===== src/rtl/lane_regfile_pkg.sv =====
// lane_regfile_pkg: shared types, constants and helpers for the packed-lane
// register file.
package lane_regfile_pkg;

  // Fill-engine states: IDLE accepts writes, SWEEP restores one lane per cycle
  typedef enum logic [0:0] {
    IDLE  = 1'b0,
    SWEEP = 1'b1
  } fsm_e;

  // Wide all-ones source; the top slices it to the lane width for FILL
  localparam logic [255:0] FILL_ONES = '1;

  // True when a lane index addresses real storage
  function automatic logic lane_in_range(input logic [31:0] addr,
                                         input logic [31:0] lanes);
    return addr < lanes;
  endfunction

endpackage


===== src/rtl/lane_regfile_if.sv =====
// lane_regfile_if: write, read, fill, error and frame signals of the
// register file, bundled so the host and the file share one connection.
interface lane_regfile_if #(
  parameter int LANES = 4,
  parameter int W     = 8,
  parameter int AW    = 3
);
  logic                   wr_valid_i;
  logic [AW-1:0]          wr_addr_i;
  logic [W-1:0]           wr_data_i;
  logic [W-1:0]           wr_mask_i;
  logic                   rd_valid_i;
  logic [AW-1:0]          rd_addr_i;
  logic                   rd_valid_o;
  logic [W-1:0]           rd_data_o;
  logic                   rd_oor_o;
  logic                   fill_i;
  logic                   busy_o;
  logic                   err_o;
  logic                   clear_i;
  logic [(LANES+2)*W-1:0] frame_o;

  modport master (
    output wr_valid_i, wr_addr_i, wr_data_i, wr_mask_i,
    output rd_valid_i, rd_addr_i, fill_i, clear_i,
    input  rd_valid_o, rd_data_o, rd_oor_o, busy_o, err_o, frame_o
  );

  modport slave (
    input  wr_valid_i, wr_addr_i, wr_data_i, wr_mask_i,
    input  rd_valid_i, rd_addr_i, fill_i, clear_i,
    output rd_valid_o, rd_data_o, rd_oor_o, busy_o, err_o, frame_o
  );
endinterface


===== src/rtl/lane_regfile_merge.sv =====
// lane_merge: per-bit masked merge, new = (old & ~mask) | (data & mask).
module lane_merge #(
  parameter int W = 8
) (
  input  logic [W-1:0] old_i,
  input  logic [W-1:0] data_i,
  input  logic [W-1:0] mask_i,
  output logic [W-1:0] new_o
);

  // Masked bits take the new data, the rest keep the old lane contents
  always_comb begin
    new_o = (old_i & ~mask_i) | (data_i & mask_i);
  end

endmodule


===== src/rtl/lane_regfile.sv =====
// lane_regfile: packed frame {hdr, data[0:LANES-1], trl} with one masked
// write port, one registered read port and a lane-by-lane fill engine.
// Optional feature macro: LANE_REGFILE_BYPASS_EN -- a read of the lane being
// written (or swept) in the same cycle returns the new value instead of the
// stored one.
module lane_regfile
  import lane_regfile_pkg::*;
#(
  parameter int            LANES = 4,
  parameter int            W     = 8,
  parameter int            AW    = 3,
  parameter logic [W-1:0]  FILL  = FILL_ONES[W-1:0]
) (
  input  logic          clk_i,
  input  logic          rst_i,
  lane_regfile_if.slave bus
);

  localparam int CW = (LANES > 1) ? $clog2(LANES) : 1;

  typedef struct packed {
    logic [W-1:0]              hdr;
    logic [0:LANES-1][W-1:0]   data;
    logic [W-1:0]              trl;
  } frame_t;

  frame_t        frame_q, frame_d;
  fsm_e          state_q, state_d;
  logic [CW-1:0] cnt_q, cnt_d;
  logic          err_q, err_d;
  logic          rd_valid_q, rd_valid_d;
  logic [W-1:0]  rd_data_q, rd_data_d;
  logic          rd_oor_q, rd_oor_d;

  logic          wr_in_range;
  logic          rd_in_range;
  logic          wr_accept;
  logic [W-1:0]  wr_old;
  logic [W-1:0]  wr_new;
  logic [W-1:0]  rd_stored;

  assign wr_in_range = lane_in_range(32'(bus.wr_addr_i), 32'(LANES));
  assign rd_in_range = lane_in_range(32'(bus.rd_addr_i), 32'(LANES));
  assign wr_accept   = bus.wr_valid_i && wr_in_range && (state_q == IDLE);

  // Pick the currently stored lane for the write merge and for the read port
  always_comb begin
    wr_old    = '0;
    rd_stored = '0;
    for (int k = 0; k < LANES; k++) begin
      if (int'(bus.wr_addr_i) == k) wr_old = frame_q.data[k];
      if (int'(bus.rd_addr_i) == k) rd_stored = frame_q.data[k];
    end
  end

  lane_merge #(.W(W)) u_merge (
    .old_i  (wr_old),
    .data_i (bus.wr_data_i),
    .mask_i (bus.wr_mask_i),
    .new_o  (wr_new)
  );

  // Storage update and fill sequencing: writes only in IDLE, one lane per SWEEP cycle
  always_comb begin
    frame_d = frame_q;
    state_d = state_q;
    cnt_d   = cnt_q;
    case (state_q)
      IDLE: begin
        if (wr_accept) begin
          for (int k = 0; k < LANES; k++) begin
            if (int'(bus.wr_addr_i) == k) frame_d.data[k] = wr_new;
          end
        end
        if (bus.fill_i) begin
          state_d = SWEEP;
          cnt_d   = '0;
        end
      end
      SWEEP: begin
        for (int k = 0; k < LANES; k++) begin
          if (int'(cnt_q) == k) frame_d.data[k] = FILL;
        end
        if (int'(cnt_q) == LANES - 1) begin
          state_d = IDLE;
          cnt_d   = '0;
        end else begin
          cnt_d = cnt_q + CW'(1);
        end
      end
      default: state_d = IDLE;
    endcase
  end

  // Sticky error: a rejected write sets it, clear drops it, set wins a tie
  always_comb begin
    err_d = err_q;
    if (bus.clear_i) err_d = 1'b0;
    if (bus.wr_valid_i && (!wr_in_range || (state_q == SWEEP))) err_d = 1'b1;
  end

  // Read response: out-of-range gives zero and a flag, idle cycles hold data
  always_comb begin
    rd_valid_d = bus.rd_valid_i;
    rd_data_d  = rd_data_q;
    rd_oor_d   = rd_oor_q;
    if (bus.rd_valid_i) begin
      if (rd_in_range) begin
        rd_oor_d  = 1'b0;
        rd_data_d = rd_stored;
`ifdef LANE_REGFILE_BYPASS_EN
        if (wr_accept && (bus.wr_addr_i == bus.rd_addr_i)) rd_data_d = wr_new;
        if ((state_q == SWEEP) && (int'(cnt_q) == int'(bus.rd_addr_i))) rd_data_d = FILL;
`endif
      end else begin
        rd_oor_d  = 1'b1;
        rd_data_d = '0;
      end
    end
  end

  // Register everything; reset restores the fill pattern and an idle engine
  always_ff @(posedge clk_i) begin
    if (rst_i) begin
      frame_q    <= {FILL, {LANES{FILL}}, FILL};
      state_q    <= IDLE;
      cnt_q      <= '0;
      err_q      <= 1'b0;
      rd_valid_q <= 1'b0;
      rd_data_q  <= '0;
      rd_oor_q   <= 1'b0;
    end else begin
      frame_q    <= frame_d;
      state_q    <= state_d;
      cnt_q      <= cnt_d;
      err_q      <= err_d;
      rd_valid_q <= rd_valid_d;
      rd_data_q  <= rd_data_d;
      rd_oor_q   <= rd_oor_d;
    end
  end

  assign bus.frame_o    = frame_q;
  assign bus.rd_valid_o = rd_valid_q;
  assign bus.rd_data_o  = rd_data_q;
  assign bus.rd_oor_o   = rd_oor_q;
  assign bus.busy_o     = (state_q == SWEEP);
  assign bus.err_o      = err_q;

endmodule


===== src/flat_wrapper.sv =====
// flat-port wrapper written by rule: the top's interface ports become plain ports
module lane_regfile_flat import lane_regfile_pkg::*;
#(
  parameter int            LANES = 4,
  parameter int            W     = 8,
  parameter int            AW    = 3,
  parameter logic [W-1:0]  FILL  = FILL_ONES[W-1:0]
)
  (clk_i, rst_i, bus_wr_valid_i, bus_wr_addr_i, bus_wr_data_i, bus_wr_mask_i, bus_rd_valid_i, bus_rd_addr_i, bus_fill_i, bus_clear_i, bus_rd_valid_o, bus_rd_data_o, bus_rd_oor_o, bus_busy_o, bus_err_o, bus_frame_o);
  lane_regfile_if #(.LANES(LANES), .W(W), .AW(AW)) bus_i ();
  input  logic clk_i;
  input  logic rst_i;
  input wire logic [$bits(bus_i.wr_valid_i)-1:0] bus_wr_valid_i;
  input wire logic [$bits(bus_i.wr_addr_i)-1:0] bus_wr_addr_i;
  input wire logic [$bits(bus_i.wr_data_i)-1:0] bus_wr_data_i;
  input wire logic [$bits(bus_i.wr_mask_i)-1:0] bus_wr_mask_i;
  input wire logic [$bits(bus_i.rd_valid_i)-1:0] bus_rd_valid_i;
  input wire logic [$bits(bus_i.rd_addr_i)-1:0] bus_rd_addr_i;
  input wire logic [$bits(bus_i.fill_i)-1:0] bus_fill_i;
  input wire logic [$bits(bus_i.clear_i)-1:0] bus_clear_i;
  output wire logic [$bits(bus_i.rd_valid_o)-1:0] bus_rd_valid_o;
  output wire logic [$bits(bus_i.rd_data_o)-1:0] bus_rd_data_o;
  output wire logic [$bits(bus_i.rd_oor_o)-1:0] bus_rd_oor_o;
  output wire logic [$bits(bus_i.busy_o)-1:0] bus_busy_o;
  output wire logic [$bits(bus_i.err_o)-1:0] bus_err_o;
  output wire logic [$bits(bus_i.frame_o)-1:0] bus_frame_o;
  assign bus_i.wr_valid_i = bus_wr_valid_i;
  assign bus_i.wr_addr_i = bus_wr_addr_i;
  assign bus_i.wr_data_i = bus_wr_data_i;
  assign bus_i.wr_mask_i = bus_wr_mask_i;
  assign bus_i.rd_valid_i = bus_rd_valid_i;
  assign bus_i.rd_addr_i = bus_rd_addr_i;
  assign bus_i.fill_i = bus_fill_i;
  assign bus_i.clear_i = bus_clear_i;
  assign bus_rd_valid_o = bus_i.rd_valid_o;
  assign bus_rd_data_o = bus_i.rd_data_o;
  assign bus_rd_oor_o = bus_i.rd_oor_o;
  assign bus_busy_o = bus_i.busy_o;
  assign bus_err_o = bus_i.err_o;
  assign bus_frame_o = bus_i.frame_o;
  lane_regfile #(.LANES(LANES), .W(W), .AW(AW), .FILL(FILL)) u_core (.clk_i(clk_i), .rst_i(rst_i), .bus(bus_i));
endmodule

===== config.mk =====
export PLATFORM = sky130hd
export DESIGN_NAME = lane_regfile_flat
export DESIGN_NICKNAME = d
export VERILOG_FILES = /design/src/rtl/lane_regfile_pkg.sv /design/src/rtl/lane_regfile_if.sv /design/src/rtl/lane_regfile_merge.sv /design/src/rtl/lane_regfile.sv /design/src/flat_wrapper.sv
export SDC_FILE = /design/constraint.sdc
export NUM_CORES = 1
export LEC_CHECK = 0
export ABC_AREA = 1
export CAP_MARGIN = 40
export CORE_MARGIN = 2
export CORE_UTILIZATION = 40
export CTS_CLUSTER_SIZE = 8
export DETAILED_ROUTE_END_ITERATION = 10
export PLACE_DENSITY = 0.71
export SYNTH_ARGS = -nofsm -noshare
export SYNTH_HDL_FRONTEND = slang
export SYNTH_HIERARCHICAL = 1
export SYNTH_SLANG_ARGS = --single-unit

===== constraint.sdc =====
create_clock -name clk_i -period 4.4 [get_ports clk_i]
set_input_delay 1.1 -clock clk_i [delete_from_list [all_inputs] [get_ports clk_i]]
set_output_delay 1.1 -clock clk_i [all_outputs]
set_load 0.05 [all_outputs]

==> metrics, run 1 <==
worst-margin pin slew 0.803 ns; number of synthesized register bits 46; largest vdd supply drop 0.129 mV; vias in the first global route 2419; I/O Buffers 71; DP HPWL 5010 um; Post-synth top cells nand2_1 (114), dfxtp_1 (46), inv_1 (30); CTS tree built; Distinct cells, synth 29; final std cells w/o fill 506; Worst Hold Path Cells 2; first-pass GRT wire length 11500 um; Area Growth Syn to Fin 27.2%; Layout fillers 612; Die ar. 7320 sq um; Async SR Flop Fraction 0%; Seq/Total Area, Yosys 34.6%; cell area after layout 3380 sq um; Cells after DPL 499; hold_sp u_core/bus.err_o; Synth Warn # 6; CTS Buffer Depth 2; hold_ws 0.466 ns; Synth area leaders dfxtp_1 (35%), nand2_1 (16%), o211ai_1 (8.2%); Pwr Density 301 nW/um^2; initial antenna violation count 0; Ports 88; worst hold path class register to register; Largest delay share family, worst path buffers and inverters; # DRC 0; adder-cell share of the synthesized area 1.88%; CP Data Required Time 3.30 ns; WP buf/inv 1; CP Capture Type output port; Worst R2R End u_core/bus.frame_o[15]; count leader, synth nand2_1; Placed Area 3300 sq um; Die Y 85.5 um; outcome finished, final reports clean; kind of critical path register to output port; Root Buffer clkbuf_8; Hold Vio Cnt, Final 0; Crit Reg-Reg Startpoint u_core/bus.busy_o; post-synthesis area per instance 7.30 sq um; Yosys top cell area share 34.6%; prevailing post-synth register cell dfxtp_1; largest net degree at the start of global routing 21; Slowest cell on crit path clkdlybuf4s50_1; final slew viol count 0; Routed wire per std cell 14.1 um; Synth Area in Simple Gates 26.3%; DR pass1 iterations 6; htree depth 2; via count 2583; Die X 85.5 um; Clock Sinks 46; Final period util 72.4%; cell area after synthesis 2660 sq um; share of layout cells above drive strength 1 9.56%; diode count 0; clock latency on the worst-skew pair 0.29 ns; EDFF count, synth 0; hold endpoint u_core/bus.err_o; clk slew on worst S/H paths 0.08 ns; R2R cell count 6; post-CTS sizing 0; max-cap viol count 0; largest fanout on the critical path 18; unrepaired setup endpoints after global routing false; total clock buffers created by CTS 5; initial drt markers 165; Final setup viols 0; Setup Buffers After CTS 0; GRT Util Overall 19.7%; core box area 6390 sq um; post-synthesis compound-gate area fraction 23.1%; clock skew 0.00482 ns; Via density 5.10; Post-Synth XOR/XNOR Area 0%; antenna-violating nets left 0; leak pwr 1.70 nW; area leader, netlist dfxtp_1; Setup crit start kind register; Post-CTS Hold Buffers 0; effective utilization at floorplan 41.6%; Gate Count Post-Synth 364; Total Power 0.00102 W; CP arrival 2.08 ns; gp weighted congestion 0.819; post-layout min period 3.18 ns; WL final 7120 um; Worst path max stage delay 0.94 ns; remaining global-route overflow 0; combinational family with the most area after synthesis simple AND/OR/NAND/NOR gates; Rel. slew slack 46.4%; CP Cell Sequence clkdlybuf4s50_1; Final TNS setup 0 ns; R2R Setup Slk 2.36 ns; fmax 0.314 GHz; post-synthesis mux area share 0%; # nets final 461; Row Count 29
==> per-stage QoR <==
stage | setup WS [ns] | util, %
after detailed placement | 1.38 | 51.7
final | 1.22 | 53.0
after floorplan | 2.20 | -
after global routing | 1.13 | 53.0
after CTS | 1.18 | 53.0
after global placement | 1.42 | 51.7
==> tightest hold or removal path, delay by kind of cell, from the launching register on <==
| kind | cells | cell delay [ns] |
|---|---|---|
| DFF | 1 | 0.31 |
| and+or+nand+nor | 1 | 0.06 |
| AOI/OAI and AO/OA | 1 | 0.05 |
==> cells by family after synthesis <==
kind of cell	Yosys count
other	1
buffers and inverters	68
flip-flops	46
AND/OR/NAND/NOR	158
adder cells (fa/ha/maj)	4
AO/OA/AOI/OAI	87
==> cells in the final DEF, fill, tap and decap left out <==
| cell type | n |
|---|---|
| nand2_4 | 1 |
| nand3_2 | 1 |
| buf_4 | 1 |
| nor3_1 | 1 |
| inv_1 | 30 |
| o211ai_2 | 10 |
| inv_2 | 8 |
| clkinv_1 | 1 |
| nand2_1 | 114 |
| o211ai_1 | 29 |
| a21boi_4 | 2 |
| o21ai_0 | 18 |
| nand3_1 | 18 |
| nor2_1 | 12 |
| nor2_2 | 3 |
| nand2_2 | 3 |
| clkbuf_8 | 5 |
| nand3_4 | 1 |
| a211oi_1 | 1 |
| clkdlybuf4s50_1 | 71 |
| conb_1 | 16 |
| nor2_4 | 3 |
| dfxtp_1 | 46 |
| clkinv_2 | 2 |
| ha_1 | 4 |
| a21oi_1 | 27 |
| nor2_8 | 1 |
==> power breakdown <==
part           internal (W)  switching (W)  total [W]
logic             0.0000985       0.000212   0.000311
registers          0.000439      0.0000251   0.000464
clock network      0.000107       0.000135   0.000242
==> state kept, by name, summed over array words and instances, names as in the netlist <==
name                   cells
u_core/bus.rd_valid_o      1
u_core/bus.busy_o          1
u_core/bus.err_o           1
u_core/cnt_q               2
u_core/bus.rd_data_o       8
u_core/bus.rd_oor_o        1
u_core/bus.frame_o        32
==> layer usage <==
layer	track usage [%]	wire length (um)	up-vias
met5	0	0	-
li1	-	-	1303
met4	7.07	80	0
met1	26.5	3310	1162
met2	31.9	3240	111
met3	3.46	489	7
==> how the worst max path moves through the flow <==
stage	slack, ns	cells after the start	end	start
2_1_floorplan	2.20	11	u_core/bus.frame_o[37]	bus_wr_addr_i[2]
3_3_place_gp	1.42	12	u_core/bus.frame_o[37]	bus_wr_addr_i[0]
3_5_place_dp	1.38	12	u_core/bus.frame_o[38]	bus_wr_addr_i[0]
4_1_cts	1.18	1	bus_busy_o	u_core/bus.busy_o
5_1_grt	1.13	1	bus_busy_o	u_core/bus.busy_o
6_report	1.22	1	bus_busy_o	u_core/bus.busy_o
==> area by class of cell <==
type / instances / area, sq um / area share, %
multi-input cells: 265 / 1420 / 42.0
inverters: 39 / 146 / 4.33
clock inverters: 2 / 10.0 / 0.296
flip-flops and latches: 46 / 921 / 27.2
repair buffers: 72 / 718 / 21.2
well taps: 77 / 96.3 / 2.85
clock buffers: 5 / 68.8 / 2.03
(Power assumes the default switching activity.)
==> run 2: changes to the inputs <==
- clock period: 4.4 -> 3.17 ns (I/O delays scaled with it)
==> run 2 against run 1 <==
Compared with the run above:
- hold slack improved by 0.0059 ns
- register-to-register slack got worse by 0.66 ns
- final area increased by 1.9%
==> metrics, run 2 (same netlist as run 1, synthesis figures left out) <==
kind of critical path input port to register; largest fanout on the critical path 9; Die X 85.5 um; I/O Buffers 71; antenna-violating nets left 0; # DRC 0; # nets final 465; leak pwr 1.74 nW; htree depth 2; CP Cell Sequence clkdlybuf4s50_1 -> inv_2 -> nand2_4 -> nor2_4 -> nand2_1 -> o21ai_0 -> a21oi_1 -> o21ai_0 -> nand2_1 -> nand2_1 -> nor2_1 -> o211ai_1; Core Util, Final 54.0%; largest vdd supply drop 0.226 mV; Root Buffer clkbuf_8; Setup Buffers After CTS 0; clock skew 0.00722 ns; Largest delay share family, worst path simple AND/OR/NAND/NOR gates; R2R cell count 6; post-layout min period 2.37 ns; Pwr Density 442 nW/um^2; WL final 6990 um; CP arrival 2.55 ns; max-cap viol count 0; Die ar. 7320 sq um; remaining global-route overflow 0; Ports 88; Rel. slew slack 62.6%; CP Capture Type register; most frequent cells in the layout nand2_1 (114), clkdlybuf4s50_1 (71), dfxtp_1 (46); Slowest cell on crit path clkdlybuf4s50_1; R2R Setup Slk 1.70 ns; Hold Vio Cnt, Final 0; CTS Buffer Depth 2; Worst R2R End u_core/bus.frame_o[35]; via count 2551; Die Y 85.5 um; diode count 0; CP Data Required Time 3.35 ns; worst hold path class register to register; outcome finished, final reports clean; max reg flops 32; unrepaired setup endpoints after global routing false; fmax 0.422 GHz; Post-CTS Hold Buffers 0; DP HPWL 5000 um; vias in the first global route 2352; commonest non-fill, non-tap cell in the layout nand2_1; Final TNS setup 0 ns; CTS tree built; Worst path max stage delay 0.58 ns; Via density 4.99; Final setup viols 0; total clock buffers created by CTS 5; clk slew on worst S/H paths 0.09 ns; Final period util 74.7%; effective utilization at floorplan 41.6%; hold endpoint u_core/bus.rd_data_o[7]; Area Growth Syn to Fin 29.6%; final slew viol count 0; post-CTS sizing 0; WP buf/inv 2; cell mode on critical path nand2_1; first-pass GRT wire length 11200 um; core box area 6390 sq um; gp weighted congestion 0.833; Worst Hold Path Cells 2; DR pass1 iterations 4; Clock Sinks 46; CP startpoint bus_wr_addr_i[0]; share of layout cells above drive strength 1 10.6%; clock latency on the worst-skew pair 0.31 ns; initial drt markers 181; Row Count 29; GRT Util Overall 19.2%; Setup crit start kind input port; worst-margin pin slew 0.559 ns; initial antenna violation count 0; hold_sp u_core/bus.rd_data_o[7]; Crit Reg-Reg Startpoint u_core/cnt_q[0]; largest net degree at the start of global routing 18; Routed wire per std cell 13.7 um
## run 2: cell types whose count changed in the layout (fill, tap and decap cells not counted), sizes merged
cell,change
buf,+4
bufinv,+1
clkinv,-1
inv,+1
## run 2: power breakdown
group,switching [W],total [W],leakage (nW),internal (W)
Combinational,0.000298,0.000438,1.30,0.000140
Sequential,0.0000300,0.000640,0.377,0.000610
Clock,0.000209,0.000445,0.0585,0.000236
## run 2: worst max-delay path by stage
stage / depth (start not counted) / endpoint
after floorplan: 11 / u_core/bus.frame_o[37]
after global placement: 12 / u_core/bus.frame_o[37]
after detailed placement: 12 / u_core/bus.frame_o[13]
after CTS: 1 / bus_frame_o[17]
after global routing: 12 / u_core/bus.frame_o[37]
final: 12 / u_core/bus.frame_o[39]
## run 2: worst reg2reg max path: stages (launching register included)
cell      delay (ns)
dfxtp_1         0.38
inv_1           0.11
ha_1            0.21
nand2_1         0.07
a21boi_4        0.43
nand2_1         0.10
o211ai_1        0.10
## run 2: through the flow
step	cells	total power [W]	instance area, sq um	setup slack, ns	hold WS [ns]
4_1_cts	511	0.00153	3450	0.795	0.472
6_report	511	0.00152	3450	0.801	0.472
5_1_grt	511	0.00159	3450	0.590	0.497
3_5_place_dp	503	0.00109	3330	0.514	0.459
3_3_place_gp	503	0.00108	3330	0.513	0.452
2_1_floorplan	379	0.000970	2720	1.28	0.472
## run 2: final cells by class
class	instances	area, sq um
Tap cell	77	96.3
Inverter	39	146
Timing Repair Buffer	76	748
Multi-Input combinational cell	265	1420
Sequential cell	46	921
Fill cell	621	2940
Clock inverter	3	43.8
Clock buffer	5	68.8
## run 2: metal layers
layer  up-vias  wire [um]  track usage (%)
li1       1309          -                -
met1      1131       3220             26.0
met5         -          0                0
met2       105       3160             30.5
met4         0         67             7.94
met3         6        536             3.27
